--- src/rtl/traffic_light_fsm_pkg.sv ---
// Shared definitions for the traffic light controller and its interval store:
// interval codes, phase encoding and the lamp decode for each phase.
package traffic_light_fsm_pkg;

  // Interval codes understood by the interval store
  localparam logic [1:0] SEL_BASE = 2'b00;
  localparam logic [1:0] SEL_EXT  = 2'b01;
  localparam logic [1:0] SEL_YEL  = 2'b10;

  // Phase encoding
  localparam logic [2:0] ST_MG_BASE = 3'd0;
  localparam logic [2:0] ST_MG_EXT  = 3'd1;
  localparam logic [2:0] ST_M_YEL   = 3'd2;
  localparam logic [2:0] ST_WALK    = 3'd3;
  localparam logic [2:0] ST_SG_BASE = 3'd4;
  localparam logic [2:0] ST_SG_EXT  = 3'd5;
  localparam logic [2:0] ST_S_YEL   = 3'd6;

  // Lamp patterns, {red,yellow,green}
  localparam logic [2:0] LAMP_RED = 3'b100;
  localparam logic [2:0] LAMP_YEL = 3'b010;
  localparam logic [2:0] LAMP_GRN = 3'b001;

  typedef struct packed {
    logic [2:0] main;
    logic [2:0] side;
    logic       walk;
  } lamps_t;

  // Lamp pattern for a phase; unknown encodings fall back to all-red.
  function automatic lamps_t decode_lamps(input logic [2:0] st);
    lamps_t l;
    l.main = LAMP_RED;
    l.side = LAMP_RED;
    l.walk = 1'b0;
    case (st)
      ST_MG_BASE, ST_MG_EXT: l.main = LAMP_GRN;
      ST_M_YEL:              l.main = LAMP_YEL;
      ST_WALK:               l.walk = 1'b1;
      ST_SG_BASE, ST_SG_EXT: l.side = LAMP_GRN;
      ST_S_YEL:              l.side = LAMP_YEL;
      default:               l.walk = 1'b0;
    endcase
    return l;
  endfunction

endpackage

--- src/rtl/traffic_light_fsm_interval_timer.sv ---
// Countdown timer for one phase. Loaded once per phase, counts down on the
// one-second tick and flags expiry on the tick that consumes the last second.
module interval_timer (
  input  logic       clk,
  input  logic       rst_n,
  input  logic       clear,
  input  logic       load,
  input  logic [3:0] value,
  input  logic       tick,
  output logic       expire
);

  logic [3:0] count_q, count_d;
  logic       loaded_q, loaded_d;

  assign expire = loaded_q && tick && (count_q == 4'd1);

  // Next count: clear beats load, load beats counting; a zero interval runs one tick
  always_comb begin
    count_d  = count_q;
    loaded_d = loaded_q;
    if (clear) begin
      count_d  = 4'd0;
      loaded_d = 1'b0;
    end else if (load) begin
      count_d  = (value == 4'd0) ? 4'd1 : value;
      loaded_d = 1'b1;
    end else if (loaded_q && tick) begin
      if (count_q == 4'd1) begin
        count_d  = 4'd0;
        loaded_d = 1'b0;
      end else begin
        count_d = count_q - 4'd1;
      end
    end
  end

  // Timer registers with synchronous active-low reset
  always_ff @(posedge clk) begin
    if (!rst_n) begin
      count_q  <= 4'd0;
      loaded_q <= 1'b0;
    end else begin
      count_q  <= count_d;
      loaded_q <= loaded_d;
    end
  end

endmodule

--- src/rtl/traffic_light_fsm.sv ---
// Traffic light phase controller: sequences main/side/walk phases, requests
// each phase's interval from an external store and times it with interval_timer.
module traffic_light_fsm
  import traffic_light_fsm_pkg::*;
#(
  parameter logic [1:0] BASE_SEL = SEL_BASE,
  parameter logic [1:0] EXT_SEL  = SEL_EXT,
  parameter logic [1:0] YEL_SEL  = SEL_YEL
) (
  input  logic       clk,
  input  logic       global_reset_n,
  input  logic       one_hz_enable,
  input  logic       sensor_sync,
  input  logic       walk_request_sync,
  input  logic       reprogram,
  input  logic [3:0] time_value,
  output logic [1:0] interval_request,
  output logic [2:0] main_lights,
  output logic [2:0] side_lights,
  output logic       walk_lamp
);

  // Load wait: 0 and 1 are waiting (store still answering), 2 means loaded
  localparam logic [1:0] WAIT_DONE = 2'd2;

  logic [2:0] state_q, state_d;
  logic [1:0] wait_q, wait_d;
  logic       walk_pending_q, walk_pending_d;
  logic [1:0] interval_request_q, interval_request_d;
  logic       expire;
  logic       timer_load;
  logic       entering_walk;
  lamps_t     lamps;

  // The store answers one cycle after the request, so load on the second wait cycle
  assign timer_load = (wait_q == 2'd1) && !reprogram;

  interval_timer u_timer (
    .clk    (clk),
    .rst_n  (global_reset_n),
    .clear  (reprogram),
    .load   (timer_load),
    .value  (time_value),
    .tick   (one_hz_enable),
    .expire (expire)
  );

  // Phase sequencing; reprogram overrides expiry and restarts the main green
  always_comb begin
    state_d = state_q;
    wait_d  = wait_q;
    if (reprogram) begin
      state_d = ST_MG_BASE;
      wait_d  = 2'd0;
    end else if (expire) begin
      wait_d = 2'd0;
      case (state_q)
        ST_MG_BASE: state_d = sensor_sync ? ST_MG_EXT : ST_M_YEL;
        ST_MG_EXT:  state_d = ST_M_YEL;
        ST_M_YEL:   state_d = walk_pending_q ? ST_WALK : ST_SG_BASE;
        ST_WALK:    state_d = ST_SG_BASE;
        ST_SG_BASE: state_d = sensor_sync ? ST_SG_EXT : ST_S_YEL;
        ST_SG_EXT:  state_d = ST_S_YEL;
        ST_S_YEL:   state_d = ST_MG_BASE;
        default:    state_d = ST_MG_BASE;
      endcase
    end else if (wait_q != WAIT_DONE) begin
      wait_d = wait_q + 2'd1;
    end
  end

  // A request arriving on the very cycle WALK is entered is served by that walk
  assign entering_walk = (state_d == ST_WALK) && (state_q != ST_WALK);

  // Pending pedestrian request latch
  always_comb begin
    walk_pending_d = walk_pending_q;
    if (entering_walk) begin
      walk_pending_d = 1'b0;
    end else if (walk_request_sync) begin
      walk_pending_d = 1'b1;
    end
  end

  // Interval code for the phase being entered, registered alongside the state
  always_comb begin
    case (state_d)
      ST_MG_EXT, ST_SG_EXT, ST_WALK: interval_request_d = EXT_SEL;
      ST_M_YEL, ST_S_YEL:            interval_request_d = YEL_SEL;
      default:                       interval_request_d = BASE_SEL;
    endcase
  end

  // Controller registers with synchronous active-low reset
  always_ff @(posedge clk) begin
    if (!global_reset_n) begin
      state_q            <= ST_MG_BASE;
      wait_q             <= 2'd0;
      walk_pending_q     <= 1'b0;
      interval_request_q <= BASE_SEL;
    end else begin
      state_q            <= state_d;
      wait_q             <= wait_d;
      walk_pending_q     <= walk_pending_d;
      interval_request_q <= interval_request_d;
    end
  end

  assign lamps            = decode_lamps(state_q);
  assign main_lights      = lamps.main;
  assign side_lights      = lamps.side;
  assign walk_lamp        = lamps.walk;
  assign interval_request = interval_request_q;

endmodule

--- config.mk ---
export PLATFORM = sky130hd
export DESIGN_NAME = traffic_light_fsm
export DESIGN_NICKNAME = d
export VERILOG_FILES = /design/src/rtl/traffic_light_fsm_pkg.sv /design/src/rtl/traffic_light_fsm_interval_timer.sv /design/src/rtl/traffic_light_fsm.sv
export SDC_FILE = /design/constraint.sdc
export NUM_CORES = 1
export LEC_CHECK = 0
export CORE_MARGIN = 2
export CORE_UTILIZATION = 40
export DETAILED_ROUTE_END_ITERATION = 10
export PLACE_DENSITY = 0.7
export SLEW_MARGIN = 30
export SYNTH_ARGS = -nofsm -noshare
export SYNTH_HDL_FRONTEND = slang
export SYNTH_SLANG_ARGS = --single-unit
--- constraint.sdc ---
create_clock -name clk -period 3.5 [get_ports clk]
set_clock_uncertainty 0.2 [all_clocks]
set_input_delay 0.525 -clock clk [delete_from_list [all_inputs] [get_ports clk]]
set_output_delay 0.525 -clock clk [all_outputs]
set_load 0.01 [all_outputs]
==> results of run 1 <==
kinds of logic (layout without fill, tap and decap cells):
kind of cell    Yosys count  count (layout)  share of synthesized area
mux                       3               3                     0.0395
compound gates           20              20                      0.222
fa+ha+maj                 4               4                     0.0659
xor+xnor                  1               1                     0.0115
flops                    13              13                      0.343
simple gates             38              38                      0.272
buf+inv                   9              29                     0.0461
state kept, by name (all words and copies together) (netlist names):
signal,cells
u_timer.count_q,4
state_q,3
interval_request,2
wait_q,2
walk_pending_q,1
u_timer.loaded_q,1
critical path: cells and delay by family, from the launching register on:
kind | cells | cell delay [ns]
flip-flops | 1 | 0.57
buffers and inverters | 1 | 0.52
AND/OR/NAND/NOR | 2 | 0.46
layout make-up:
| cell class | instances | area (um2) |
|---|---|---|
| clock buffers | 4 | 26.3 |
| fillers | 170 | 776 |
| repair buffers | 18 | 180 |
| well taps | 25 | 31.3 |
| multi-input cells | 66 | 464 |
| inverters | 7 | 26.3 |
| flip-flops and latches | 13 | 260 |
metrics by stage:
step	instance area, um2	power (mW)
after floorplan	759	0.176
after global placement	962	0.192
after detailed placement	962	0.193
after CTS	988	0.282
after global routing	988	0.294
final	988	0.281
how the worst max path moves through the flow:
stage / cells after the start / end / slack (ns)
after global placement: 5 / interval_request[0] / 1.27
after global routing: 3 / main_lights[1] / 0.82
after floorplan: 5 / interval_request[0] / 1.58
after CTS: 3 / side_lights[1] / 0.94
after detailed placement: 5 / interval_request[0] / 1.17
final: 3 / side_lights[1] / 0.94
synth_stat cells (all sizes together):
master,n,area share
nor2,8,0.040
nor4,1,0.0082
and3,1,0.0082
inv,7,0.035
nand3b,2,0.020
o211a,1,0.013
a211oi,4,0.046
dfxtp,13,0.34
a2111oi,1,0.036
o2111ai,1,0.012
nor3,7,0.046
nor2b,2,0.016
nand2,4,0.020
xor2,1,0.012
o21ai,2,0.013
a21o,2,0.020
a211o,1,0.013
a31oi,1,0.0082
nand3,3,0.020
nor3b,1,0.0099
or3b,1,0.015
and2,3,0.025
or3,1,0.0082
buf,1,0.0066
nand2b,3,0.025
ha,4,0.066
a21oi,7,0.061
clkbuf,1,0.0049
and2b,1,0.012
mux2i,3,0.040
power by group through the flow:
| stage | Combinational (mW) | Clock (mW) | Sequential [mW] |
|---|---|---|---|
| 6_report | 0.0334 | 0.0920 | 0.156 |
| 5_1_grt | 0.0377 | 0.0993 | 0.157 |
| 4_1_cts | 0.0337 | 0.0928 | 0.156 |
| 3_5_place_dp | 0.0335 | 0 | 0.159 |
| 3_3_place_gp | 0.0323 | 0 | 0.159 |
| 2_1_floorplan | 0.0176 | 0 | 0.158 |
layer usage:
metal	up-vias	global-route usage	share of wire
met5	-	0	0
met4	0	0.0973	0.021
met3	4	0.0113	0.024
met2	11	0.270	0.49
met1	311	0.228	0.47
li1	352	-	-
==> flow_metrics.py, run 1 <==
metrics = {
    "power_and_ir_drop": {
        "power.net_switching_mw": 0.0676,
        "internal_power_mw": 0.214,
        "comb_power_share": 0.119,
        "p_per_area_nw_per_um2": 285,
        "static-leakage-power_nw": 0.372,
        "sw_frac_of_total": 0.240,
        "power.ir.vdd_worst_mv": 0.218,
        "power_frac_clock": 0.327,
        "seq_power_share": 0.554,
    },
    "yosys": {
        "synthesis.yosys.warnings": 0,
        "synth.ff_latch_count": 13,
        "synth.distinct_cells": 33,
        "syn-cell-area_um2": 759,
        "synth.net_count": 102,
        "ys_seq_area_frac": 0.343,
        "post_synth_inst_count": 88,
        "synth_area_per_cell_um2": 8.63,
    },
    "worst_setup_path": {
        "rrSetupSlack_ns": 1.40,
        "timing.critical_path.slowest_cell_delay_ns": 0.57,
        "worst-setup-path-type": "flip-flop to primary output",
        "critPathLaunchType": "flip-flop",
        "critical-path-slowest-cell": "dfxtp_1",
        "ff2ff_path_depth": 6,
        "cp_cell_sequence": "nor2b_1 -> and2_1 -> clkdlybuf4s50_1",
        "timing.critical_path.from": "state_q[1]",
        "crit_arrival_ns": 1.84,
        "worstPathMaxFanout": 11,
        "endpoint_kind": "primary output",
        "critPathRequiredTime_ns": 2.77,
        "crit-reg2reg-launch": "u_timer.count_q[1]",
        "r2r-end": "interval_request[0]",
    },
    "clock_network": {
        "max-clock-path-buffers": 2,
        "hold_buffers": 0,
        "cts_inserted_buffers": 3,
        "cts.htree.levels": 1,
        "post_cts.resized_instances": 0,
        "cts-root-buf": "clkbuf_4",
        "tritoncts_clock_tree": "built",
        "numClockSinks": 13,
        "clock_latency_ns": 0.28,
        "clk_transition_reported_paths_ns": 0.08,
        "post_cts_buffers": 0,
    },
    "global_routing": {
        "first_global_vias": 660,
        "wire_length_of_the_first_global_routing_pass_mm": 2.71,
        "globalRouteTotalUtil": 0.170,
        "pin_count_of_the_biggest_net_entering_global_routing": 12,
        "antenna_violations_before_repair": 0,
        "global_route.overflow_total": 0,
    },
    "timing": {
        "postLayoutSetupSlackWorst_ns": 0.938,
        "achievable-frequency_mhz": 390,
        "min_period_ns": 2.56,
        "worstMarginPinSlew_ns": 0.414,
        "setup_total_negative_slack_ns": 0,
        "slew_headroom": 0.724,
        "final-setup-viol-count": 0,
        "final_max_slew_viol_count": 0,
        "fin_worst_hold_slack_ns": 0.365,
        "timing.final.hold_violations": 0,
        "rsz0062_at_grt": "no",
        "period_share": 0.732,
    },
    "placement": {
        "place.gp.congestion": 0.768,
        "numPlacedInstances": 129,
        "dp.final_hpwl_mm": 1.29,
        "buffer_ports.inserted": 18,
        "detailedPlace.worstSlack_ns": 1.17,
    },
    "hold_path": {
        "hold_path.class": "flip-flop to flip-flop",
        "timing.hold.worst_path_depth": 2,
        "whs_endpoint": "wait_q[1]",
        "worst_hold_startpoint": "wait_q[1]",
    },
    "detailed_routing": {
        "detailedRoute.firstPassIterationCount": 4,
        "postRouteWirelength_mm": 1.63,
        "ant_nets": 0,
        "vias": 678,
        "avgRoutedWirePerCell_um": 12.2,
        "vias_per_cell": 5.10,
        "drc": 0,
        "drc_violation_total_after_the_first_tritonroute_iteration": 8,
    },
    "floorplanning": {
        "floorplan.die_area_um2": 2260,
        "start_util": 0.430,
        "dieHeight_um": 47.6,
        "row_count": 15,
        "dieWidth_um": 47.6,
        "io-pin-count": 19,
        "core_outline_area_um2": 1760,
    },
    "finish": {
        "stdcell_count": 133,
        "post_route_cells_drive_above_1_share": 0.0926,
        "area_growth_syn_to_layout_pct": 30.1,
        "most-common-layout-cells": "clkdlybuf4s50_1 (18), dfxtp_1 (13), nor2_1 (8)",
        "insertedDiodeCount": 0,
        "mostFrequentLayoutCell": "clkdlybuf4s50_1",
        "utilization": 0.560,
        "final_net_count": 123,
    },
    "run": {
        "drv_cap": 0,
    },
    "outcome": {
        "outcome": "complete, no violations",
    },
}
No activity file was read; power rests on OpenSTA's default activity.
==> run 2: changes to the inputs <==
Clock period 3.5 ns to 2.5 ns, I/O delays scaled along.
==> flow_metrics.py, run 2 (synthesized netlist as in run 1, its figures left out) <==
metrics = {
    "finish": {
        "post_route_cells_drive_above_1_share": 0.102,
        "multi_input_comb_area_um2": 464,
        "area_growth_syn_to_layout_pct": 30.3,
        "final_net_count": 123,
        "stdcell_count": 133,
        "seq_area_um2": 262,
        "fillerInstances": 172,
        "largest_registers": "u_timer.count_q (4), state_q (3)",
        "mostFrequentLayoutCell": "clkdlybuf4s50_1",
        "largest-register": "u_timer.count_q",
        "insertedDiodeCount": 0,
        "most-common-layout-cells": "clkdlybuf4s50_1 (18), dfxtp_1 (12), nor2_1 (8)",
        "largest_reg_flops": 4,
    },
    "timing": {
        "timing.final.hold_violations": 0,
        "setup_total_negative_slack_ns": 0,
        "achievable-frequency_mhz": 440,
        "worstMarginPinSlew_ns": 0.415,
        "fin_worst_hold_slack_ns": 0.364,
        "rsz0062_at_grt": "no",
        "period_share": 0.908,
        "final_max_slew_viol_count": 0,
        "postLayoutSetupSlackWorst_ns": 0.229,
        "slew_headroom": 0.724,
        "min_period_ns": 2.27,
        "final-setup-viol-count": 0,
    },
    "worst_setup_path": {
        "critPathLaunchType": "flip-flop",
        "endpoint_kind": "primary output",
        "critPathRequiredTime_ns": 1.92,
        "worstPathMaxFanout": 11,
        "worst-setup-path-type": "flip-flop to primary output",
        "crit_arrival_ns": 1.70,
    },
    "run": {
        "drv_cap": 0,
    },
    "power_and_ir_drop": {
        "sw_frac_of_total": 0.240,
        "p_per_area_nw_per_um2": 398,
        "power.net_switching_mw": 0.0944,
        "total_power_mw": 0.394,
        "seq_power_share": 0.555,
        "power.ir.vdd_worst_mv": 0.305,
        "power_frac_clock": 0.327,
        "internal_power_mw": 0.299,
        "static-leakage-power_nw": 0.372,
        "comb_power_share": 0.119,
    },
    "global_routing": {
        "antenna_violations_before_repair": 0,
        "globalRouteTotalUtil": 0.170,
        "busiest_layer": "met2",
        "wire_length_of_the_first_global_routing_pass_mm": 2.71,
        "grt_use_met2": 0.270,
        "m3_gr_usage": 0.0113,
        "global_route.usage.met1": 0.228,
        "first_global_vias": 660,
        "global_route.overflow_total": 0,
        "pin_count_of_the_biggest_net_entering_global_routing": 12,
    },
    "detailed_routing": {
        "avgRoutedWirePerCell_um": 12.3,
        "drc_violation_total_after_the_first_tritonroute_iteration": 3,
        "postRouteWirelength_mm": 1.63,
        "ant_nets": 0,
        "drc": 0,
        "vias": 673,
        "vias_per_cell": 5.06,
        "detailedRoute.firstPassIterationCount": 4,
    },
    "placement": {
        "place.gp.congestion": 0.768,
        "detailedPlace.worstSlack_ns": 0.324,
        "numPlacedInstances": 129,
        "buffer_ports.inserted": 18,
        "dp.final_hpwl_mm": 1.29,
    },
    "hold_path": {
        "hold_path.class": "flip-flop to flip-flop",
    },
    "outcome": {
        "outcome": "complete, no violations",
    },
    "clock_network": {
        "cts.htree.levels": 1,
        "hold_buffers": 0,
        "tritoncts_clock_tree": "built",
        "numClockSinks": 13,
        "max-clock-path-buffers": 2,
        "cts_inserted_buffers": 3,
        "clock_latency_ns": 0.27,
        "cts-root-buf": "clkbuf_4",
        "clk_transition_reported_paths_ns": 0.08,
    },
    "floorplanning": {
        "dieWidth_um": 47.6,
        "row_count": 15,
        "io-pin-count": 19,
        "core_outline_area_um2": 1760,
        "dieHeight_um": 47.6,
        "start_util": 0.430,
        "floorplan.die_area_um2": 2260,
    },
}
-- run 2: cell counts in the layout (fill, tap and decap cells not counted) --
No cell type changed its count.
-- run 2: area by class of cell --
type	instances	share of cell area
inverter	7	0.0265
timing repair buffer	18	0.182
sequential	13	0.264
tap	25	0.0316
multi-input combinational	66	0.469
clock buffer	4	0.0265
-- run 2: critical path, cell delays in order, from the launching register on --
cell and delay [ns]:
dfxtp_2 0.46, nor2b_1 0.28, and2_1 0.16, clkdlybuf4s50_1 0.52
-- run 2: path summary, 6_finish.rpt --
check	startpoint	to	slack, ns	cells past startpoint
max reg2reg	u_timer.count_q[1]	interval_request[0]	0.40	6
max	state_q[1]	side_lights[1]	0.23	3
min reg2reg	wait_q[1]	wait_q[1]	0.36	2
min	wait_q[1]	wait_q[1]	0.36	2
-- run 2: per-layer routing --
metal / part of all wire / vias up
li1: - / 352
met1: 0.47 / 308
met2: 0.48 / 9
met3: 0.023 / 4
met4: 0.021 / 0
met5: 0 / -
-- run 2: power groups by stage --
stage | clock [mW] | sequential (mW) | combinational [mW]
2_1_floorplan | 0 | 0.222 | 0.0246
3_3_place_gp | 0 | 0.223 | 0.0453
3_5_place_dp | 0 | 0.223 | 0.0469
4_1_cts | 0.130 | 0.218 | 0.0472
5_1_grt | 0.139 | 0.219 | 0.0528
6_report | 0.129 | 0.218 | 0.0468
-- run 2: repair_timing --
action,4_1_cts,5_1_grt
setup buffers,0,0
resized for setup,0,1
endpoints found under the setup margin,0,2
endpoints found under the hold margin,0,0
-- run 2: per-stage QoR --
stage                     area, um2  utilization
final                           990        0.561
after global routing            990        0.561
after CTS                       988        0.560
after detailed placement        962        0.545
after global placement          962        0.545
after floorplan                 759            -
==> run 3: changes to the inputs <==
Settings changed: GPL_TIMING_DRIVEN set to 1.
==> results of run 3 <==
The final DEF is identical to that of run 2; final timing and power are the same.
